### config.mk
export PLATFORM = sky130hd
export DESIGN_NAME = strip_id_sequencer
export DESIGN_NICKNAME = d
export VERILOG_FILES = /design/src/rtl/strip_id_sequencer.sv
export SDC_FILE = /design/constraint.sdc
export NUM_CORES = 1
export LEC_CHECK = 0
export CORE_MARGIN = 10
export CORE_UTILIZATION = 60
export DETAILED_ROUTE_END_ITERATION = 16
export GPL_TIMING_DRIVEN = 0
export PLACE_DENSITY = 0.85
export REMOVE_ABC_BUFFERS = 1
export SKIP_CTS_REPAIR_TIMING = 1
export SYNTH_ARGS = -nofsm -noshare
export SYNTH_HDL_FRONTEND = slang
export SYNTH_SLANG_ARGS = --single-unit
### constraint.sdc
create_clock -name clk -period 5.3 [get_ports clk]
set_clock_uncertainty 0.1 [all_clocks]
set_input_delay 0.795 -clock clk [delete_from_list [all_inputs] [get_ports clk]]
set_output_delay 0.795 -clock clk [all_outputs]
set_load 0.1 [all_outputs]
### src/rtl/strip_id_sequencer.sv
// ============================================================================
// Module   : strip_id_sequencer
// Brief    : Reads a priority row of strip-ID candidates for a height
//            address and emits the valid ones, one per handshake, in
//            slot order (slot 0 first). Ends every completed sequence with
//            a one-cycle done pulse; miss qualifies done when the row held
//            no valid candidate.
// Options  : `define STRIP_TABLE_WR_EN to turn the lookup table into
//            writable registers (adds the tbl_wr_* ports).
// Revision : 1.0 - initial release
// ============================================================================
`timescale 1ns/1ps
`default_nettype none

module strip_id_sequencer #(
    parameter int              ID_W     = 4,
    parameter int              NUM_CAND = 3,
    parameter int              NUM_ADDR = 10,
    parameter int              ADDR_W   = 4,
    parameter logic [ID_W-1:0] INV_CODE = 4'hD,
    localparam int             SLOT_W   = (NUM_CAND > 1) ? $clog2(NUM_CAND) : 1,
    localparam int             ROW_W    = NUM_CAND * ID_W
) (
    input  logic              clk,
    input  logic              rst,
`ifdef STRIP_TABLE_WR_EN
    input  logic              tbl_wr_en_i,
    input  logic [ADDR_W-1:0] tbl_wr_addr_i,
    input  logic [ROW_W-1:0]  tbl_wr_data_i,
`endif
    input  logic              req_valid_i,
    input  logic [ADDR_W-1:0] req_addr_i,
    output logic              req_ready_o,
    input  logic              abort_i,
    output logic              cand_valid_o,
    input  logic              cand_ready_i,
    output logic [ID_W-1:0]   cand_id_o,
    output logic [SLOT_W-1:0] cand_slot_o,
    output logic              cand_last_o,
    output logic              done_o,
    output logic              miss_o
);

    // ------------------------------------------------------------------------
    // State encoding
    // ------------------------------------------------------------------------
    typedef enum logic [1:0] {
        ST_IDLE   = 2'd0,
        ST_LOOKUP = 2'd1,
        ST_EMIT   = 2'd2,
        ST_FIN    = 2'd3
    } state_t;

    state_t              state_q;

    // Latched request address and the row buffer captured in LOOKUP.
    logic [ADDR_W-1:0]   addr_q;
    logic [ROW_W-1:0]    row_q;
    logic [ROW_W-1:0]    row_d;

    // Registered outputs.
    logic                req_ready_q;
    logic                cand_valid_q;
    logic [ID_W-1:0]     cand_id_q;
    logic [SLOT_W-1:0]   cand_slot_q;
    logic                cand_last_q;
    logic                done_q;
    logic                miss_q;

    // Slot scanner: first valid slot at or after scan_start, plus whether
    // any further valid slot follows it (drives cand_last).
    logic [ROW_W-1:0]    scan_row;
    int                  scan_start;
    logic [ID_W-1:0]     scan_code;
    logic                nxt_found_d;
    logic [SLOT_W-1:0]   nxt_slot_d;
    logic [ID_W-1:0]     nxt_id_d;
    logic                nxt_more_d;

    // ------------------------------------------------------------------------
    // Default table contents. Slot 0 is the most significant ID_W field.
    // Rows outside 0..9 (and any row at or beyond NUM_ADDR, which is never
    // selected) read as all-invalid. Contents are laid out for the default
    // 3 x 4-bit geometry.
    // ------------------------------------------------------------------------
    function automatic logic [ROW_W-1:0] default_row(input int a);
        case (a)
            0:       default_row = ROW_W'(12'h97D);
            1:       default_row = ROW_W'(12'h75D);
            2:       default_row = ROW_W'(12'h53D);
            3:       default_row = ROW_W'(12'h301);
            4:       default_row = ROW_W'(12'h012);
            5:       default_row = ROW_W'(12'h24D);
            6:       default_row = ROW_W'(12'h46D);
            7:       default_row = ROW_W'(12'h68D);
            8:       default_row = ROW_W'(12'h8DD);
            9:       default_row = ROW_W'(12'hABC);
            default: default_row = {NUM_CAND{INV_CODE}};
        endcase
    endfunction

`ifdef STRIP_TABLE_WR_EN
    // ------------------------------------------------------------------------
    // Writable table. A write lands at the clock edge, so a LOOKUP in the
    // same cycle still sees the old row; writes past NUM_ADDR match no row
    // and are dropped.
    // ------------------------------------------------------------------------
    logic [ROW_W-1:0] tbl_q [NUM_ADDR];

    // Table registers: reload defaults on reset, otherwise accept writes.
    always_ff @(posedge clk) begin
        if (rst) begin
            for (int a = 0; a < NUM_ADDR; a++) begin
                tbl_q[a] <= default_row(a);
            end
        end else begin
            for (int a = 0; a < NUM_ADDR; a++) begin
                if (tbl_wr_en_i && (tbl_wr_addr_i == ADDR_W'(a))) begin
                    tbl_q[a] <= tbl_wr_data_i;
                end
            end
        end
    end
`endif

    // Table read for the latched address; unmatched addresses read invalid.
    always_comb begin
        row_d = {NUM_CAND{INV_CODE}};
        for (int a = 0; a < NUM_ADDR; a++) begin
            if (addr_q == ADDR_W'(a)) begin
`ifdef STRIP_TABLE_WR_EN
                row_d = tbl_q[a];
`else
                row_d = default_row(a);
`endif
            end
        end
    end

    // Slot scan: LOOKUP searches the fresh table row from slot 0, EMIT
    // searches the row buffer after the slot currently on the output, so
    // invalid slots are skipped without a bubble cycle.
    always_comb begin
        scan_row    = (state_q == ST_LOOKUP) ? row_d : row_q;
        scan_start  = (state_q == ST_LOOKUP) ? 0 : (int'(cand_slot_q) + 1);
        scan_code   = '0;
        nxt_found_d = 1'b0;
        nxt_slot_d  = '0;
        nxt_id_d    = '0;
        nxt_more_d  = 1'b0;
        for (int s = 0; s < NUM_CAND; s++) begin
            scan_code = scan_row[(NUM_CAND-1-s)*ID_W +: ID_W];
            if ((s >= scan_start) && (scan_code != INV_CODE)) begin
                if (!nxt_found_d) begin
                    nxt_found_d = 1'b1;
                    nxt_slot_d  = SLOT_W'(s);
                    nxt_id_d    = scan_code;
                end else begin
                    nxt_more_d  = 1'b1;
                end
            end
        end
    end

    // Sequencer FSM with registered handshake and status outputs.
    always_ff @(posedge clk) begin
        if (rst) begin
            state_q      <= ST_IDLE;
            addr_q       <= '0;
            row_q        <= '0;
            req_ready_q  <= 1'b1;
            cand_valid_q <= 1'b0;
            cand_id_q    <= '0;
            cand_slot_q  <= '0;
            cand_last_q  <= 1'b0;
            done_q       <= 1'b0;
            miss_q       <= 1'b0;
        end else begin
            // done is a single-cycle pulse unless re-armed below.
            done_q <= 1'b0;
            case (state_q)
                ST_IDLE: begin
                    // abort is meaningless here and deliberately ignored.
                    if (req_valid_i) begin
                        addr_q      <= req_addr_i;
                        req_ready_q <= 1'b0;
                        state_q     <= ST_LOOKUP;
                    end
                end

                ST_LOOKUP: begin
                    if (abort_i) begin
                        req_ready_q <= 1'b1;
                        state_q     <= ST_IDLE;
                    end else begin
                        row_q <= row_d;
                        if (nxt_found_d) begin
                            cand_valid_q <= 1'b1;
                            cand_id_q    <= nxt_id_d;
                            cand_slot_q  <= nxt_slot_d;
                            cand_last_q  <= !nxt_more_d;
                            miss_q       <= 1'b0;
                            state_q      <= ST_EMIT;
                        end else begin
                            done_q       <= 1'b1;
                            miss_q       <= 1'b1;
                            state_q      <= ST_FIN;
                        end
                    end
                end

                ST_EMIT: begin
                    // abort beats a simultaneous handshake: the consumer
                    // keeps the candidate, but the sequence ends silently.
                    if (abort_i) begin
                        cand_valid_q <= 1'b0;
                        req_ready_q  <= 1'b1;
                        state_q      <= ST_IDLE;
                    end else if (cand_ready_i) begin
                        if (cand_last_q) begin
                            cand_valid_q <= 1'b0;
                            done_q       <= 1'b1;
                            miss_q       <= 1'b0;
                            state_q      <= ST_FIN;
                        end else begin
                            cand_id_q    <= nxt_id_d;
                            cand_slot_q  <= nxt_slot_d;
                            cand_last_q  <= !nxt_more_d;
                        end
                    end
                end

                ST_FIN: begin
                    // done is high this cycle; clear the qualifier with it.
                    miss_q      <= 1'b0;
                    req_ready_q <= 1'b1;
                    state_q     <= ST_IDLE;
                end

                default: begin
                    cand_valid_q <= 1'b0;
                    req_ready_q  <= 1'b1;
                    state_q      <= ST_IDLE;
                end
            endcase
        end
    end

    assign req_ready_o  = req_ready_q;
    assign cand_valid_o = cand_valid_q;
    assign cand_id_o    = cand_id_q;
    assign cand_slot_o  = cand_slot_q;
    assign cand_last_o  = cand_last_q;
    assign done_o       = done_q;
    assign miss_o       = miss_q;

endmodule

`default_nettype wire

==> results.toml <==
[synthesis]
ys_types = 49
synthCells = 232
ys_async_sr_fraction_pct = 0
yosysMostFrequentCell = "nor2_1"
synthTopCellsByArea = "dfxtp_1 (32%), nor2_1 (7.3%), a21oi_1 (6.3%), nand2_1 (5.8%), ha_1 (5.0%)"
avgSynthCellArea_sq_um = 7.534
synthFlopType = "dfxtp_1"
seq_area_frac_synth_pct = 32.07
post-synth-top-area-cell = "dfxtp_1"
ys_warn_count = 0
synth_edf_count = 0
ys_top_cells_by_count = "nor2_1 (34), dfxtp_1 (28), nand2_1 (27), a21oi_1 (22), inv_1 (11)"
synth_top_area_share_pct = 32.07
ys_ff_latch = 28
netlist_area_sq_um = 1748

[cts]
clk_path_buf_depth = 2
numCtsBuffers = 3
tritoncts = "yes"
clk_latency_ns = 0.33
htreeDepth = 1
cts.sinks = 28
path_clk_slew_ns = 0.14
root_buffer = "clkbuf_4"

[timing]
tightestPinTransition_ns = 1.139
fin_crit_sh_pct = 58.61
rsz0062_at_grt = "false"
hold_slack_ns = 0.3721
fin_crit_ns = 3.106
slew_headroom_pct = 23.86
hold_viol_final = 0
setup_viol = 0
max_freq_mhz = 321.9
drv_slew = 0
tns_ns = 0

[final_layout]
n_antenna_cell = 0
drive_above_1_share_pct = 3.347
nNetsFinal = 257
syn_to_final_growth_pct = 11.02
nFillCells = 230
final_util_pct = 69.77

[floorplanning]
dieArea_sq_um = 5472
start_util_pct = 62.84
die_h_um = 73.98
ios = 20
core_area_sq_um = 2781
fp-row-count = 19
die_w_um = 73.98

[route]
routedWlPerCell_um = 15.28
drt_first_pass_iters = 4
dr.first_iter.drc_count = 128
vias = 1674
drc = 0
final_antenna_net_count = 0
drt_wl_total_mm = 4.126
routed_via_density = 6.200

[status]
status = "finished clean"

[global_route]
grt_pass1_vias = 1495
grt_usage_pct = 15.19
overflow = 0
grt_pass1_wl_mm = 6.920
antenna_found_initial = 0
grt_max_degree = 32

[critical_path]
crit_slowest_cell = "o41ai_4"
crit_chain = "inv_1 > ha_1 > inv_1 > nor2_1 > a221o_1 > o41ai_4 > nand3_1 > a221oi_2"
endpoint_kind = "flip-flop"
crit_fanout = 27
critPathKind = "flip-flop to flip-flop"
r2r_start = "state_q[1]$_SDFFE_PP0P_"
critPathArrivalTime_ns = 3.24
rrSetupSlack_ns = 2.19
cp_common_cell = "inv_1"
cp-start-kind = "flip-flop"
max_stage_delay_ns = 0.59
startpoint = "state_q[1]$_SDFFE_PP0P_"
worstPathRequired_ns = 5.44

[run]
cap_violations = 0

[min_path]
worst_hold_path_type = "flip-flop to flip-flop"
hp-start = "row_q[8]$_SDFFE_PP0P_"

[placed_design]
io_buffers = 19
dp_hpwl_mm = 2.977
gp_congestion = 0.8614

[pwr]
leakagePower_nw = 0.6948
power.density_nw_per_um2 = 297.9
peakVddDrop_mv = 0.2664
[metrics by stage]
stage	setup WS (ns)	std cells	cell area, sq um	total power [mW]
2_1_floorplan	2.757	217	1689	0.4322
3_3_place_gp	2.294	267	1918	0.4905
3_5_place_dp	2.270	267	1918	0.4927
4_1_cts	2.212	270	1941	0.5804
5_1_grt	1.881	270	1941	0.6132
6_report	2.194	270	1941	0.5782
[critical path, delay by kind of cell, from the launching register on]
family	cells	cell delay, ns
simple gates	2	0.29
fa+ha+maj	1	0.51
flops	1	0.38
compound gates	3	1.24
buf+inv	2	0.48
[power breakdown]
| part | internal [mW] | switching [mW] |
|---|---|---|
| logic | 0.0774 | 0.165 |
| registers | 0.229 | 0.0203 |
| clock network | 0.0267 | 0.0604 |
[layer usage]
| metal | GRT usage (%) | routed length, um |
|---|---|---|
| met3 | 3.590 | 206 |
| met4 | 2.899 | 23 |
| met5 | 0 | 0 |
| met1 | 19.89 | 1910 |
| met2 | 24.91 | 1985 |
[cell usage in the layout, fill, tap and decap left out, types with 7 or more instances in the layout]
cell type and instances:
nor2_1 34, dfxtp_1 28, nand2_1 27, a21oi_1 22, clkdlybuf4s50_1 19, inv_1 11, o21ai_0 10, a211oi_1 8
nand3_1 8, nor2b_1 7, ha_1 7
[cell families (layout without fill, tap and decap cells)]
logic type	Yosys count	in the layout	synth area share, %
flops	28	28	32.07
xor+xnor	1	1	0.5012
mux	5	5	2.863
compound gates	76	76	31.00
fa+ha+maj	7	7	5.011
buf+inv	26	33	5.727
simple gates	89	89	22.84
[flip-flops by register name, indices dropped and copies added, names as in the netlist]
signal / flops
addr_q: 4
cand_id_o: 4
cand_last_o: 1
cand_slot_o: 2
cand_valid_o: 1
done_o: 1
miss_o: 1
req_ready_o: 1
row_q: 11
state_q: 2
[final timing paths]
path	end	depth (start not counted)
max	cand_id_o[1]$_SDFFE_PP0P_	8
min	row_q[8]$_SDFFE_PP0P_	2
max reg2reg	cand_id_o[1]$_SDFFE_PP0P_	8
min reg2reg	row_q[8]$_SDFFE_PP0P_	2
[final cells by class]
class	instances	area [sq um]	share of cell area, %
clock buffer	3	22.52	1.161
inverter	11	41.29	2.128
multi-input combinational	178	1087	56.03
sequential	28	560.5	28.88
tap	31	38.79	1.999
timing repair buffer	19	190.2	9.800
Power figures use the tool's default switching activity.
